--- src/rtl/mips64_pkg.sv ---
// rtl/mips64_pkg.sv - shared fetch FSM encodings and instruction constants
package mips64_pkg;

    typedef enum logic [1:0] {
        S_IDLE  = 2'd0,
        S_FETCH = 2'd1,
        S_HOLD  = 2'd2
    } ifu_state_e;

    localparam logic [5:0]  OPC_J    = 6'b000010;
    localparam logic [31:0] INST_NOP = 32'h0000_0000;
    localparam int unsigned PC_STEP  = 4;

endpackage

--- src/rtl/inst_fetch_unit_if.sv ---
// rtl/inst_fetch_unit_if.sv - instruction memory req/ack bus
interface inst_fetch_unit_if #(
    parameter int SIZE   = 32,
    parameter int ADDR_W = 64
);
    logic              imem_req;
    logic [ADDR_W-1:0] imem_addr;
    logic              imem_ack;
    logic [SIZE-1:0]   imem_rdata;

    modport master (
        output imem_req,
        output imem_addr,
        input  imem_ack,
        input  imem_rdata
    );

    modport slave (
        input  imem_req,
        input  imem_addr,
        output imem_ack,
        output imem_rdata
    );
endinterface

--- src/rtl/ifu_next_pc.sv ---
// rtl/ifu_next_pc.sv - next-PC selection (+4, branch, J target under IFU_JUMP_EN)
module ifu_next_pc
    import mips64_pkg::*;
#(
    parameter int SIZE   = 32,
    parameter int ADDR_W = 64
) (
    input  logic [ADDR_W-1:0] pc_i,
    input  logic [SIZE-1:0]   inst_i,
    input  logic              branch_i,
    output logic [ADDR_W-1:0] next_pc_o
);
    logic [ADDR_W-1:0] seq_pc;
    logic [ADDR_W-1:0] br_off;
    logic [ADDR_W-1:0] br_pc;

    // All arithmetic wraps naturally at 2^ADDR_W.
    assign seq_pc = pc_i + ADDR_W'(PC_STEP);
    assign br_off = {{(ADDR_W-18){inst_i[15]}}, inst_i[15:0], 2'b00};
    assign br_pc  = seq_pc + br_off;

`ifdef IFU_JUMP_EN
    logic [ADDR_W-1:0] jmp_pc;

    // J keeps the upper bits of the delay-slot address and replaces the rest.
    assign jmp_pc = {seq_pc[ADDR_W-1:28], inst_i[25:0], 2'b00};

    // Jump outranks a taken branch.
    always_comb begin
        next_pc_o = seq_pc;
        if (inst_i[31:26] == OPC_J) begin
            next_pc_o = jmp_pc;
        end else if (branch_i) begin
            next_pc_o = br_pc;
        end
    end
`else
    logic unused_inst_hi;
    assign unused_inst_hi = &{1'b0, inst_i[SIZE-1:16]};

    // Sequential or taken-branch target only.
    always_comb begin
        next_pc_o = seq_pc;
        if (branch_i) begin
            next_pc_o = br_pc;
        end
    end
`endif
endmodule

--- src/rtl/inst_fetch_unit.sv ---
// rtl/inst_fetch_unit.sv - PC owner and instruction fetch FSM (optional J via IFU_JUMP_EN)
module inst_fetch_unit
    import mips64_pkg::*;
#(
    parameter int                SIZE     = 32,
    parameter int                ADDR_W   = 64,
    parameter logic [ADDR_W-1:0] RESET_PC = 64'h0
) (
    input  logic              clk,
    input  logic              rst_n,
    input  logic              PCen,
    input  logic              PCSrc,
    output logic [SIZE-1:0]   inst,
    output logic              inst_valid,
    output logic [ADDR_W-1:0] pc,
    output logic [31:0]       retire_cnt,
    inst_fetch_unit_if.master imem
);
    ifu_state_e        state_q, state_d;
    logic [ADDR_W-1:0] pc_q, pc_d;
    logic [SIZE-1:0]   inst_q, inst_d;
    logic              inst_valid_q, inst_valid_d;
    logic [31:0]       retire_cnt_q, retire_cnt_d;
    logic [ADDR_W-1:0] next_pc;

    ifu_next_pc #(
        .SIZE   (SIZE),
        .ADDR_W (ADDR_W)
    ) u_next_pc (
        .pc_i      (pc_q),
        .inst_i    (inst_q),
        .branch_i  (PCSrc),
        .next_pc_o (next_pc)
    );

    // State and architectural registers; reset aborts any in-flight fetch.
    always_ff @(posedge clk or negedge rst_n) begin
        if (!rst_n) begin
            state_q      <= S_IDLE;
            pc_q         <= RESET_PC;
            inst_q       <= SIZE'(INST_NOP);
            inst_valid_q <= 1'b0;
            retire_cnt_q <= 32'd0;
        end else begin
            state_q      <= state_d;
            pc_q         <= pc_d;
            inst_q       <= inst_d;
            inst_valid_q <= inst_valid_d;
            retire_cnt_q <= retire_cnt_d;
        end
    end

    // Next-state logic; PCen/PCSrc matter only in S_HOLD, imem_ack only in S_FETCH.
    always_comb begin
        state_d      = state_q;
        pc_d         = pc_q;
        inst_d       = inst_q;
        inst_valid_d = inst_valid_q;
        retire_cnt_d = retire_cnt_q;
        case (state_q)
            S_IDLE: begin
                state_d = S_FETCH;
            end
            S_FETCH: begin
                if (imem.imem_ack) begin
                    inst_d       = imem.imem_rdata;
                    inst_valid_d = 1'b1;
                    state_d      = S_HOLD;
                end
            end
            S_HOLD: begin
                if (PCen) begin
                    pc_d         = next_pc;
                    inst_d       = SIZE'(INST_NOP);
                    inst_valid_d = 1'b0;
                    retire_cnt_d = retire_cnt_q + 32'd1;
                    state_d      = S_FETCH;
                end
            end
            default: begin
                state_d = S_IDLE;
            end
        endcase
    end

    // Request is decoded from the state so an async reset drops it at once.
    assign imem.imem_req  = (state_q == S_FETCH);
    assign imem.imem_addr = pc_q;
    assign inst           = inst_q;
    assign inst_valid     = inst_valid_q;
    assign pc             = pc_q;
    assign retire_cnt     = retire_cnt_q;
endmodule

--- src/flat_wrapper.sv ---
// flat-port wrapper written by rule: the top's interface ports become plain ports
module inst_fetch_unit_flat import mips64_pkg::*;
#(
    parameter int                SIZE     = 32,
    parameter int                ADDR_W   = 64,
    parameter logic [ADDR_W-1:0] RESET_PC = 64'h0
)
  (clk, rst_n, PCen, PCSrc, inst, inst_valid, pc, retire_cnt, imem_imem_req, imem_imem_addr, imem_imem_ack, imem_imem_rdata);
  inst_fetch_unit_if #(.SIZE(SIZE), .ADDR_W(ADDR_W)) imem_i ();
  input  logic clk;
  input  logic rst_n;
  input  logic PCen;
  input  logic PCSrc;
  output logic [SIZE-1:0] inst;
  output logic inst_valid;
  output logic [ADDR_W-1:0] pc;
  output logic [31:0] retire_cnt;
  output wire logic [$bits(imem_i.imem_req)-1:0] imem_imem_req;
  output wire logic [$bits(imem_i.imem_addr)-1:0] imem_imem_addr;
  input wire logic [$bits(imem_i.imem_ack)-1:0] imem_imem_ack;
  input wire logic [$bits(imem_i.imem_rdata)-1:0] imem_imem_rdata;
  assign imem_imem_req = imem_i.imem_req;
  assign imem_imem_addr = imem_i.imem_addr;
  assign imem_i.imem_ack = imem_imem_ack;
  assign imem_i.imem_rdata = imem_imem_rdata;
  inst_fetch_unit #(.SIZE(SIZE), .ADDR_W(ADDR_W), .RESET_PC(RESET_PC)) u_core (.clk(clk), .rst_n(rst_n), .PCen(PCen), .PCSrc(PCSrc), .inst(inst), .inst_valid(inst_valid), .pc(pc), .retire_cnt(retire_cnt), .imem(imem_i));
endmodule
--- config.mk ---
export PLATFORM = sky130hd
export DESIGN_NAME = inst_fetch_unit_flat
export DESIGN_NICKNAME = d
export VERILOG_FILES = /design/src/rtl/mips64_pkg.sv /design/src/rtl/inst_fetch_unit_if.sv /design/src/rtl/ifu_next_pc.sv /design/src/rtl/inst_fetch_unit.sv /design/src/flat_wrapper.sv
export SDC_FILE = /design/constraint.sdc
export NUM_CORES = 1
export LEC_CHECK = 0
export BUFFER_PORTS_ARGS = -buffer_cell sky130_fd_sc_hd__buf_2
export CAP_MARGIN = 20
export CORE_UTILIZATION = 60
export CTS_CLUSTER_DIAMETER = 40
export DETAILED_ROUTE_END_ITERATION = 6
export GPL_TIMING_DRIVEN = 0
export PLACE_DENSITY = 0.93
export RECOVER_POWER = 25
export REMOVE_ABC_BUFFERS = 1
export SETUP_SLACK_MARGIN = 0.05
export SLEW_MARGIN = 40
export SYNTH_ARGS = -nofsm -noshare
export SYNTH_HDL_FRONTEND = slang
export SYNTH_SLANG_ARGS = --single-unit
--- constraint.sdc ---
create_clock -name clk -period 13.7 [get_ports clk]
set_input_delay 2.055 -clock clk [delete_from_list [all_inputs] [get_ports clk]]
set_output_delay 2.055 -clock clk [all_outputs]
set_load 0.02 [all_outputs]
**Word level (Yosys, flattened, before mapping)**

Cells that the tools add are included.
Widths: inputs -> output; s select.

- Register bits after elaboration: 131
- Bits of input ports: 37
- Output and inout port bits: 194
- Word-level logic and storage cells: 27

- Add/subtract/negate cells: 3
- Equal/unequal tests: 4
- Multiplexer cells: 10
- Reductions and logical operators: 5

Operator list:

| operator | count |
|---|---|
| $add 64x3->64 const B | 1 |
| $add 64x64->64 | 1 |
| $mux 32 | 2 |
| $mux 64 | 1 |
| $pmux 32 s2 | 1 |
| $add 32x1->32 const B | 1 |
| $pmux 2 s3 | 1 |
| $mux 2 | 2 |
| $reduce_and 2->1 | 2 |
| $reduce_and 3->1 | 1 |
| $eq 2x1->1 const B | 1 |
| $eq 2x2->1 const B | 1 |
| $logic_not 2->1 | 1 |
| $mux 1 | 2 |
| $ne 2x1->1 const B | 1 |
| $ne 2x2->1 const B | 1 |
| $pmux 1 s2 | 1 |
| $reduce_bool 2->1 | 1 |

**Logic depth before layout (Yosys ltp)**

- Depth after elaboration: 3
- Gate-level depth with buffers: 22

**Hierarchy**

A second synthesis with hierarchy kept.

- Cells, all modules: 1377
- Area total of the unflattened synthesis: 11065.6 µm²

Modules (own cells, without submodules):

| module | instances | cells each | area an instance (µm²) | sequential area each (µm²) |
|---|---|---|---|---|
| inst_fetch_unit | 1 | 547 | 5586.6 | 3278.1 |
| ifu_next_pc | 1 | 830 | 5479.0 | 0.0 |

**Worst setup path before layout**

OpenSTA, ideal clock, no wires.

- Path kind: reg-to-reg
- From: register u_core.pc_q[4], in the netlist u_core.imem.imem_addr[4]
- To: register u_core.pc_q[59], in the netlist u_core.imem.imem_addr[59]
- Data arrival time: 4.509 ns
- Data required time: 13.565 ns
- Setup slack: 9.056 ns
- Stages on the path, launching flop included: 22
- Clock period less this slack: 4.644 ns
- Cells stage by stage: dfrtp_1 -> buf_4 -> nand3_1 -> or3_4 -> nor3_1 -> and2_1 -> and3_1 -> and3_1 -> nand3_1 -> xnor2_1 -> ha_1 -> nand2_1 -> o21ai_0 -> a311oi_1 -> o221ai_1 -> a221o_1 -> a31o_2 -> a31o_2 -> a21oi_2 -> o21ai_0 -> xnor2_1 -> o21ai_0

- Word-level cells in the longest chain between the ends: 3

Ends and longest elaborated chain:

| element | line | source |
|---|---|---|
| start, declared | inst_fetch_unit.sv:20 | `logic [ADDR_W-1:0] pc_q, pc_d;` |
| start signal, assigned | inst_fetch_unit.sv:46 | `pc_q <= pc_d;` |
| $add 64x3->64 (*) | ifu_next_pc.sv:18 | `assign seq_pc = pc_i + ADDR_W'(PC_STEP);` |
| $add 64x64->64 | ifu_next_pc.sv:20 | `assign br_pc = seq_pc + br_off;` |
| $mux 64 (*) | ifu_next_pc.sv:44 | `if (branch_i) begin` |

Every way passes the cells marked *; elsewhere a longest branch is shown, timed or not.
A chain may end at the register's enable or synchronous reset.

==> impl_metrics.yaml <==
sta:
  hold_viol_final: 0
  max_slew_margin_pct: -138
  fin_crit_sh_pct: 57.3
  report.final.setup_viol: 0
  hold-worst-slack_ns: 0.471
  report.final.slew_viol_count: 132
  period_minus_slack_ns: 7.85
  tns_ns: 0
  maxClockFrequency_mhz: 127
  rsz0062_at_grt: "no"
  tightest_slew_ns: 3.57
  fin_skew_ns: 0.0112
setup_path:
  path_delay_family: "buffers and inverters"
  crit_chain: "clkbuf_1 -> clkbuf_1"
  rrSetupSlack_ns: 8.25
  critPathLaunchType: "input port"
  worstReg2RegStart: "u_core.imem.imem_addr[4]$_DFFE_PN0P_"
  crit_fanout: 70
  critical_path_class: "in -> async"
  ff2ff_path_depth: 20
  crit_top_cell: "clkbuf_1"
  slowest_stage: "clkbuf_1"
  cp-end-kind: "asynchronous set/reset pin"
  reg2reg_to: "u_core.imem.imem_addr[59]$_DFFE_PN0P_"
  cp_slowest_stage_delay_ns: 2.65
  required_ns: 12.92
  critPathArrivalTime_ns: 7.07
  critPathBufInv: 2
cells_and_area:
  syn2layout_area_growth_pct: 13.4
  final_cells: 1722
  layout.nets: 1595
  drive_gt1_share_pct: 20.2
  num-fill-cells: 1416
  diodes: 0
hold_path:
  hp-start: "u_core.retire_cnt[31]$_DFFE_PN0P_"
  hold_path_depth: 1
  min_to: "u_core.retire_cnt[31]$_DFFE_PN0P_"
  holdCritPathClass: "reg -> reg"
die:
  die-area_sq_um: 18900
  initial_core_util_pct: 61.4
  die_h_um: 138
  fp.dieW_um: 138
  core_area_sq_um: 18000
  io-pin-count: 231
  rows: 49
cts:
  cts.clk_slew.worst_paths_ns: 0.06
  cts_buffer_depth: 2
  ctsResizeCount: 0
  numClockSinks: 129
  post_cts_buffers: 0
  insertion_delay_ns: 0.43
  numCtsBuffers: 17
  cts_hold_buf: 0
  h-tree-depth: 4
  root_buffer: "clkbuf_16"
  cts_tree: "yes"
yosys:
  synth_top_area_share_pct: 29.3
  ys_ff_latch: 129
  syn_avg_cell_area_sq_um: 8.20
  syn-cell-area_sq_um: 11000
  yosysWarnings: 0
  ys.flop_type: "dfrtp_1"
  async_flop_share_pct: 100
  synthTopCellsByArea: "dfrtp_1 29%, ha_1 8.7%, xnor2_1 7.0%"
  netlist_instances: 1344
  synth_edf_count: 0
  synth_top_area_cell: "dfrtp_1"
  yosysMostFrequentCell: "nand2_1"
  synth_cell_type_count: 77
  ys_seq_area_share_pct: 29.3
  synth_top_cells_by_count: "142 x nand2_1, 129 x dfrtp_1, 114 x a21oi_1"
power_and_ir_drop:
  p_leak_nw: 6.14
  ir_drop_v: 0.000183
  power_per_cell_area_nw_per_um2: 280
global_route:
  grt_pass1_wl_um: 49200
  grt_max_degree: 82
  first_global_vias: 9998
  overflow: 0
  grtUsageTotal_pct: 32.8
  grt_antenna_before_repair: 0
routing:
  drt_wl_total_um: 30600
  drc_errors: 0
  antenna_left: 0
  vias_per_cell: 6.26
  wl_per_cell_um: 17.8
  num_vias: 10800
  dr.pass1.iters: 5
  drt_iter0_markers: 749
run_status:
  violations: "max-capacitance violations, max-slew violations"
  outcome: "finished with violations"
place:
  gp_congestion: 0.960
  portBuffers: 226
  place_hpwl_um: 22100
  dp_cells: 1689
job:
  maxCapViolations: 2
## kinds of logic after synthesis
group,count (synthesis),share of synthesized area (%)
compound gates,389,22.6
xor+xnor,144,11.4
fa+ha+maj,78,8.92
buf+inv,147,7.42
flops,129,29.3
mux,6,0.545
other cells,1,0.0340
simple gates,450,19.8
## power by group
group	switching (mW)	internal [mW]
clock network	0.205	0.246
logic	1.42	0.882
registers	0.231	0.519
total	1.85	1.65
## cell type report
| cell class | instances | area (sq um) | area share (%) |
|---|---|---|---|
| Clock inverter | 14 | 138 | 1.10 |
| Tap cell | 229 | 287 | 2.29 |
| Sequential cell | 129 | 3230 | 25.8 |
| Clock buffer | 18 | 439 | 3.51 |
| Timing Repair Buffer | 234 | 1290 | 10.3 |
| Multi-Input combinational cell | 1071 | 7010 | 56.1 |
| Inverter | 27 | 103 | 0.820 |
## registers in the layout, summed over array words and instances (netlist names)
signal	count
u_core.retire_cnt	32
u_core.inst_valid	1
u_core.inst	32
u_core.imem.imem_addr	62
u_core.state_q	2
## layer usage
layer | wire, um | global-route usage (%)
met4 | 752 | 12.4
met1 | 13100 | 43.3
met5 | 0 | 0
met2 | 14600 | 54.0
met3 | 2160 | 5.08
## layout by cell type, fill, tap and decap left out, types with 8 or more instances in the layout
master       n
a21oi_1    114
nand2b_1    12
xor2_1      56
nor2_1      96
buf_2      224
ha_1        77
a21o_1      33
o21bai_1    12
o21ai_0    107
nor3_1      26
clkbuf_16   17
nor4_1       8
o21ai_1      9
a22oi_1     15
and2_1       8
nand4_1     32
and3_1      27
inv_1       26
dfrtp_1    128
a22o_1      32
xnor2_1     88
nand3_1     56
nand2_1    141
a31oi_1     10
## per-stage QoR
| step | instance area (sq um) | util [%] | power, mW | setup slack, ns |
|---|---|---|---|---|
| floorplan | 10300 | - | 2.35 | 8.85 |
| global placement | 11700 | 65.3 | 2.91 | 6.73 |
| detailed placement | 12000 | 66.5 | 3.00 | 8.47 |
| CTS | 12500 | 69.7 | 3.47 | 8.38 |
| global route | 12500 | 69.6 | 3.77 | 4.38 |
| finish | 12500 | 69.6 | 3.50 | 5.85 |
## worst max path at each step
stage                                               startpoint                               endpoint  slack (ns)  cells past startpoint
after floorplan                                           PCen      u_core.retire_cnt[29]$_DFFE_PN0P_        8.85                      9
after global placement                                    PCen            u_core.inst[19]$_DFFE_PN0P_        6.73                      5
after detailed placement  u_core.imem.imem_addr[4]$_DFFE_PN0P_  u_core.imem.imem_addr[59]$_DFFE_PN0P_        8.47                     20
after CTS                 u_core.imem.imem_addr[4]$_DFFE_PN0P_  u_core.imem.imem_addr[59]$_DFFE_PN0P_        8.38                     20
after global routing                                     rst_n            u_core.inst[15]$_DFFE_PN0P_        4.38                      2
final                                                    rst_n            u_core.inst[15]$_DFFE_PN0P_        5.85                      2
Note: power is estimated with default switching activity, not from simulation.
